--- src/rtl/serial_link_pkg.sv ---
// Shared definitions for the serial frame link: default geometry, FSM encoding and
// counter/parity helpers. PARITY_CHECK_EN adds one even-parity bit after every word.
package serial_link_pkg;

  localparam int DEF_WIDTH = 4;
  localparam int DEF_WORDS = 4;

  typedef enum logic [0:0] {
    IDLE = 1'b0,
    RECV = 1'b1
  } state_t;

  function automatic int cnt_w(input int n);
    return (n < 2) ? 1 : $clog2(n);
  endfunction

  function automatic int bits_per_word(input int width);
`ifdef PARITY_CHECK_EN
    return width + 1;
`else
    return width;
`endif
  endfunction

  function automatic logic word_parity(input logic [31:0] w);
    return ^w;
  endfunction

endpackage

--- src/rtl/serial_frame_receiver_if.sv ---
// Serial input and parallel-frame handshake bundle of the serial frame receiver.
// Counter widths follow PARITY_CHECK_EN through the shared package helpers.
interface serial_frame_receiver_if
  import serial_link_pkg::*;
#(
  parameter int WIDTH = DEF_WIDTH,
  parameter int WORDS = DEF_WORDS
);
  localparam int QB_W = cnt_w(bits_per_word(WIDTH));
  localparam int QW_W = cnt_w(WORDS);

  logic                   data;
  logic                   bit_valid;
  logic                   bit_first;
  logic                   out_ready;
  logic [WORDS*WIDTH-1:0] frame_out;
  logic                   out_valid;
  logic                   received_n;
  logic [QB_W-1:0]        qbit;
  logic [QW_W-1:0]        qword;
  logic                   sync_err;
  logic                   overrun;
  logic                   parity_err;

  modport master (
    output data, bit_valid, bit_first, out_ready,
    input  frame_out, out_valid, received_n, qbit, qword, sync_err, overrun, parity_err
  );

  modport slave (
    input  data, bit_valid, bit_first, out_ready,
    output frame_out, out_valid, received_n, qbit, qword, sync_err, overrun, parity_err
  );
endinterface

--- src/rtl/sipo_shift_reg.sv ---
// Frame assembly register with single-bit indexed write; frame_next shows the
// contents including this cycle's write so completion can capture it on the same edge.
module sipo_shift_reg #(
  parameter int N     = 16,
  parameter int IDX_W = 4
) (
  input  logic             clk,
  input  logic             clr,
  input  logic             wr_en,
  input  logic             wr_clear,
  input  logic [IDX_W-1:0] wr_idx,
  input  logic             wr_bit,
  output logic [N-1:0]     frame_next
);
  logic [N-1:0] q;

  // next contents: optional wipe (frame restart) plus the indexed bit write
  always_comb begin
    if (wr_en) begin
      frame_next         = wr_clear ? {N{1'b0}} : q;
      frame_next[wr_idx] = wr_bit;
    end else begin
      frame_next = q;
    end
  end

  // assembly storage
  always_ff @(posedge clk or posedge clr) begin
    if (clr) q <= {N{1'b0}};
    else     q <= frame_next;
  end
endmodule

--- src/rtl/serial_frame_receiver.sv ---
// Rebuilds WORDS x WIDTH frames from a serial LSB-first bit stream and holds them on a
// registered valid/ready output. PARITY_CHECK_EN enables per-word even-parity checking.
module serial_frame_receiver
  import serial_link_pkg::*;
#(
  parameter int WIDTH = DEF_WIDTH,
  parameter int WORDS = DEF_WORDS
) (
  input logic                    clk,
  input logic                    clr,
  serial_frame_receiver_if.slave bus
);
  localparam int BPW   = bits_per_word(WIDTH);
  localparam int FW    = WIDTH * WORDS;
  localparam int QB_W  = cnt_w(BPW);
  localparam int QW_W  = cnt_w(WORDS);
  localparam int IDX_W = cnt_w(FW);
  localparam logic [QB_W-1:0] QBIT_LAST  = QB_W'(BPW - 1);
  localparam logic [QW_W-1:0] QWORD_LAST = QW_W'(WORDS - 1);

  state_t          state;
  logic [QB_W-1:0] qbit;
  logic [QW_W-1:0] qword;
  logic            err_acc;

  logic             restart;
  logic             data_pos;
  logic             last_bit;
  logic             wr_en;
  logic [IDX_W-1:0] word_base;
  logic [IDX_W-1:0] wr_idx;
  logic [FW-1:0]    frame_next;
  logic             par_bad;

  // write addressing; a bit_first always lands at word 0 bit 0 of a wiped frame
  always_comb begin
    restart   = bus.bit_valid & bus.bit_first;
    data_pos  = (int'(qbit) < WIDTH);
    last_bit  = (qword == QWORD_LAST) && (qbit == QBIT_LAST);
    wr_en     = restart | (bus.bit_valid & (state == RECV) & data_pos);
    word_base = IDX_W'(qword) * IDX_W'(WIDTH);
    wr_idx    = restart ? {IDX_W{1'b0}} : (word_base + IDX_W'(qbit));
  end

`ifdef PARITY_CHECK_EN
  logic [WIDTH-1:0] cur_word;

  // parity bit slot: no write this cycle, so frame_next holds the finished word
  always_comb begin
    cur_word = frame_next[word_base +: WIDTH];
    par_bad  = word_parity(32'(cur_word)) ^ bus.data;
  end
`else
  assign par_bad = 1'b0;
`endif

  sipo_shift_reg #(.N(FW), .IDX_W(IDX_W)) u_sipo (
    .clk        (clk),
    .clr        (clr),
    .wr_en      (wr_en),
    .wr_clear   (restart),
    .wr_idx     (wr_idx),
    .wr_bit     (bus.data),
    .frame_next (frame_next)
  );

  // receive FSM, counters, output register and handshake
  always_ff @(posedge clk or posedge clr) begin
    if (clr) begin
      state          <= IDLE;
      qbit           <= {QB_W{1'b0}};
      qword          <= {QW_W{1'b0}};
      err_acc        <= 1'b0;
      bus.frame_out  <= {FW{1'b0}};
      bus.out_valid  <= 1'b0;
      bus.received_n <= 1'b1;
      bus.sync_err   <= 1'b0;
      bus.overrun    <= 1'b0;
      bus.parity_err <= 1'b0;
    end else begin
      bus.sync_err <= 1'b0;
      bus.overrun  <= 1'b0;
      if (bus.out_valid && bus.out_ready) begin
        bus.out_valid  <= 1'b0;
        bus.received_n <= 1'b1;
      end
      case (state)
        IDLE: begin
          if (restart) begin
            state   <= RECV;
            qbit    <= QB_W'(1);
            qword   <= {QW_W{1'b0}};
            err_acc <= 1'b0;
          end
        end
        RECV: begin
          if (restart) begin
            bus.sync_err <= 1'b1;
            qbit         <= QB_W'(1);
            qword        <= {QW_W{1'b0}};
            err_acc      <= 1'b0;
          end else if (bus.bit_valid) begin
            if (last_bit) begin
              state <= IDLE;
              qbit  <= {QB_W{1'b0}};
              qword <= {QW_W{1'b0}};
              if (bus.out_valid && !bus.out_ready) begin
                bus.overrun <= 1'b1;
              end else begin
                bus.frame_out  <= frame_next;
                bus.out_valid  <= 1'b1;
                bus.received_n <= 1'b0;
                bus.parity_err <= err_acc | par_bad;
              end
            end else if (qbit == QBIT_LAST) begin
              qbit    <= {QB_W{1'b0}};
              qword   <= qword + QW_W'(1);
              err_acc <= err_acc | par_bad;
            end else begin
              qbit <= qbit + QB_W'(1);
            end
          end
        end
        default: state <= IDLE;
      endcase
    end
  end

  assign bus.qbit  = qbit;
  assign bus.qword = qword;
endmodule

--- src/flat_wrapper.sv ---
// flat-port wrapper written by rule: the top's interface ports become plain ports
module serial_frame_receiver_flat import serial_link_pkg::*;
#(
  parameter int WIDTH = DEF_WIDTH,
  parameter int WORDS = DEF_WORDS
)
  (clk, clr, bus_data, bus_bit_valid, bus_bit_first, bus_out_ready, bus_frame_out, bus_out_valid, bus_received_n, bus_qbit, bus_qword, bus_sync_err, bus_overrun, bus_parity_err);
  serial_frame_receiver_if #(.WIDTH(WIDTH), .WORDS(WORDS)) bus_i ();
  input logic clk;
  input logic clr;
  input wire logic [$bits(bus_i.data)-1:0] bus_data;
  input wire logic [$bits(bus_i.bit_valid)-1:0] bus_bit_valid;
  input wire logic [$bits(bus_i.bit_first)-1:0] bus_bit_first;
  input wire logic [$bits(bus_i.out_ready)-1:0] bus_out_ready;
  output wire logic [$bits(bus_i.frame_out)-1:0] bus_frame_out;
  output wire logic [$bits(bus_i.out_valid)-1:0] bus_out_valid;
  output wire logic [$bits(bus_i.received_n)-1:0] bus_received_n;
  output wire logic [$bits(bus_i.qbit)-1:0] bus_qbit;
  output wire logic [$bits(bus_i.qword)-1:0] bus_qword;
  output wire logic [$bits(bus_i.sync_err)-1:0] bus_sync_err;
  output wire logic [$bits(bus_i.overrun)-1:0] bus_overrun;
  output wire logic [$bits(bus_i.parity_err)-1:0] bus_parity_err;
  assign bus_i.data = bus_data;
  assign bus_i.bit_valid = bus_bit_valid;
  assign bus_i.bit_first = bus_bit_first;
  assign bus_i.out_ready = bus_out_ready;
  assign bus_frame_out = bus_i.frame_out;
  assign bus_out_valid = bus_i.out_valid;
  assign bus_received_n = bus_i.received_n;
  assign bus_qbit = bus_i.qbit;
  assign bus_qword = bus_i.qword;
  assign bus_sync_err = bus_i.sync_err;
  assign bus_overrun = bus_i.overrun;
  assign bus_parity_err = bus_i.parity_err;
  serial_frame_receiver #(.WIDTH(WIDTH), .WORDS(WORDS)) u_core (.clk(clk), .clr(clr), .bus(bus_i));
endmodule
--- config.mk ---
export PLATFORM = sky130hd
export DESIGN_NAME = serial_frame_receiver_flat
export DESIGN_NICKNAME = d
export VERILOG_FILES = /design/src/rtl/serial_link_pkg.sv /design/src/rtl/serial_frame_receiver_if.sv /design/src/rtl/sipo_shift_reg.sv /design/src/rtl/serial_frame_receiver.sv /design/src/flat_wrapper.sv
export SDC_FILE = /design/constraint.sdc
export NUM_CORES = 1
export LEC_CHECK = 0
export CAP_MARGIN = 10
export CORE_MARGIN = 2
export CORE_UTILIZATION = 56
export DETAILED_ROUTE_END_ITERATION = 7
export PLACE_DENSITY_LB_ADDON = 0.1
export SETUP_SLACK_MARGIN = 0.4
export SYNTH_ARGS = -nofsm -noshare
export SYNTH_HDL_FRONTEND = slang
export SYNTH_SLANG_ARGS = --single-unit
--- constraint.sdc ---
create_clock -name clk -period 3.85 [get_ports clk]
set_clock_uncertainty 0.2 [all_clocks]
set_input_delay 0.77 -clock clk [delete_from_list [all_inputs] [get_ports clk]]
set_output_delay 0.77 -clock clk [all_outputs]
set_load 0.01 [all_outputs]
==> flow_metrics.tcl <==
set metrics [dict create \
    status "completed" \
    timing.hold.ws_ns 0.294 \
    drc 0 \
    antenna_cells 0 \
    wl_per_cell_um 14.4 \
    avgSynthCellArea_sq_um 10.5 \
    crit_slowest_cell "nand3_1" \
    portBuffers 29 \
    synth_async_sr_flop_share_pct 100 \
    dr.pass1.iters 4 \
    clk_latency_ns 0.35 \
    place_congestion 0.877 \
    dieArea_sq_um 3870 \
    startpoint_type "input pin" \
    grt_usage_pct 21.9 \
    worstPathRequired_ns 3.89 \
    setup_viol 0 \
    hold_class "register to register" \
    ys_seq_area_share_pct 54.1 \
    post_cts_resized 0 \
    synth_warnings 0 \
    ys.flop_type "dfrtp_1" \
    rows 21 \
    core_sq_um 3280 \
    maxSlewHeadroom_pct 52.0 \
    hpwlAfterDp_um 2660 \
    fillCellCount 250 \
    ys_seq_elements 41 \
    nets 219 \
    netlist_instances 180 \
    chipHeight_um 62.2 \
    cts_tree "done" \
    leakage_nw 1.03 \
    gr-total-overflow 0 \
    initial_core_util_pct 57.8 \
    worst-setup-path-type "input pin to register" \
    areaGrowthSynthToFinish_pct 22.0 \
    post_drt_via_cell_ratio 5.60 \
    max_freq_ghz 0.370 \
    cts_inserted_buffers 5 \
    netlist_area_sq_um 1900 \
    antenna_found_initial 0 \
    final_common_cell "dfrtp_1" \
    grt_start_max_net_pins 42 \
    grt_pass1_vias 1435 \
    grt_pass1_wl_um 6580 \
    fin_crit_ns 2.70 \
    mostFrequentLayoutCells "dfrtp_1 (40), clkdlybuf4s50_1 (29), nand2_1 (27)" \
    vias 1446 \
    peakVddDrop_uv 312 \
    worstSetupEndpointType "register" \
    worstMarginPinSlew_ns 0.718 \
    postRouteAntennaNets 0 \
    report.final.slew_viol_count 0 \
    fin_crit_sh_pct 70.2 \
    cts_buffer_depth 2 \
    hold_violations 0 \
    path_clk_slew_ns 0.11 \
    crit_chain "clkdlybuf4s50_1, buf_4, and4b_1, nand3_1, mux2_1" \
    post_cts_buffers 0 \
    crit_fanout 17 \
    slowest_delay_ns 0.53 \
    synth_edf_count 0 \
    ys_types 45 \
    grt_setup_unrepaired "false" \
    die_width_um 62.2 \
    drt_iter0_drc 128 \
    cts_htree_levels 2 \
    drive_above_1_share_pct 9.91 \
    maxCapViolations 0 \
    io_pins 31 \
    syn-num-nets 188 \
    numClockSinks 41 \
    cts-root-buf "clkbuf_4" \
    routed_wl_um 3710 \
    powerDensity_nw_per_um2 407 \
    finalSetupTns_ns 0 \
    arrival_ns 2.74 \
    cts_hold_buf 0 \
]
==> sequential cells by signal, summed over array words and instances, names as in the netlist <==
signal,count
u_core.u_sipo.q,16
u_core.state,1
u_core.bus.received_n,1
u_core.bus.qbit,2
u_core.bus.qword,2
u_core.bus.sync_err,1
u_core.bus.frame_out,16
u_core.bus.out_valid,1
u_core.bus.overrun,1
==> synth_stat cells (all sizes together) (2+ instances only) <==
| cell type | instances | area share [%] |
|---|---|---|
| o311ai | 4 | 1.8 |
| and4b | 2 | 1.1 |
| nand2 | 27 | 5.3 |
| mux2i | 2 | 1.1 |
| o21a | 4 | 1.6 |
| a31oi | 3 | 0.99 |
| a21oi | 3 | 0.79 |
| nor2 | 13 | 2.6 |
| ha | 2 | 1.3 |
| o211ai | 3 | 1.2 |
| o21ai | 14 | 3.7 |
| and2 | 3 | 0.99 |
| buf | 8 | 2.2 |
| nand2b | 4 | 1.3 |
| o31ai | 2 | 0.79 |
| inv | 4 | 0.79 |
| nand3 | 3 | 0.79 |
| or2 | 2 | 0.66 |
| dfrtp | 40 | 53 |
| nor2b | 3 | 0.99 |
| nor3 | 4 | 1.1 |
| nand3b | 3 | 1.8 |
| mux2 | 11 | 6.5 |
==> area by class of cell <==
| type | instances | area [sq um] | share of cell area [%] |
|---|---|---|---|
| Inverter | 4 | 15.0 | 0.649 |
| Timing Repair Buffer | 33 | 320 | 13.8 |
| Clock buffer | 7 | 55.1 | 2.38 |
| Multi-Input combinational cell | 126 | 810 | 35.0 |
| Sequential cell | 41 | 1030 | 44.4 |
| Clock inverter | 1 | 30.0 | 1.30 |
| Tap cell | 46 | 57.6 | 2.49 |
==> per-stage QoR <==
step                util (%)  power (mW)  worst slack [ns]  cells  area, sq um
floorplan                  -       0.606              1.75    180         1900
global placement        67.9       0.654             0.792    250         2230
detailed placement      67.9       0.663             0.743    250         2230
CTS                     70.5       0.948              1.13    258         2310
global route            70.5       0.994              1.02    258         2310
finish                  70.5       0.942              1.15    258         2310
==> final timing paths <==
check / depth (start not counted) / slack (ns) / to / from
setup / recovery: 5 / 1.15 / u_core.bus.frame_out[2] / bus_bit_first
min in group asynchronous: 3 / 0.63 / u_core.u_sipo.q[8] / clr
hold reg to reg: 2 / 0.29 / u_core.bus.frame_out[12] / u_core.bus.frame_out[12]
hold / removal: 2 / 0.29 / u_core.bus.frame_out[12] / u_core.bus.frame_out[12]
max in group asynchronous: 3 / 2.44 / u_core.bus.received_n / clr
setup reg to reg: 4 / 1.30 / u_core.bus.frame_out[2] / u_core.bus.qbit[1]
==> layer usage <==
layer	vias to the layer above	routed length [um]	global-route usage, %
li1	701	-	-
met1	702	1730	28.8
met2	37	1730	34.5
met3	6	187	6.70
met4	0	59	8.06
met5	-	0	0
==> critical path, delay by kind of cell <==
kind          cells  cell delay (ns)
buf+inv           2             0.58
mux               1             0.53
simple gates      2             0.85
==> cells by family (layout without fill, tap and decap cells) <==
family | Yosys count | in the layout | share of synthesized area [%]
AOI/OAI and AO/OA | 43 | 43 | 15.4
buffers and inverters | 13 | 45 | 3.23
DFF | 41 | 41 | 54.1
muxes | 13 | 13 | 7.58
other | 1 | 1 | 0.198
and+or+nand+nor | 67 | 67 | 18.2
adders and majority gates | 2 | 2 | 1.32
==> power by group <==
part	leakage, nW	total, mW	switching, mW	internal (mW)
clock network	0.0455	0.287	0.132	0.155
logic	0.435	0.162	0.0915	0.0708
registers	0.553	0.493	0.0314	0.461
Note: power is estimated with default switching activity, not from simulation.
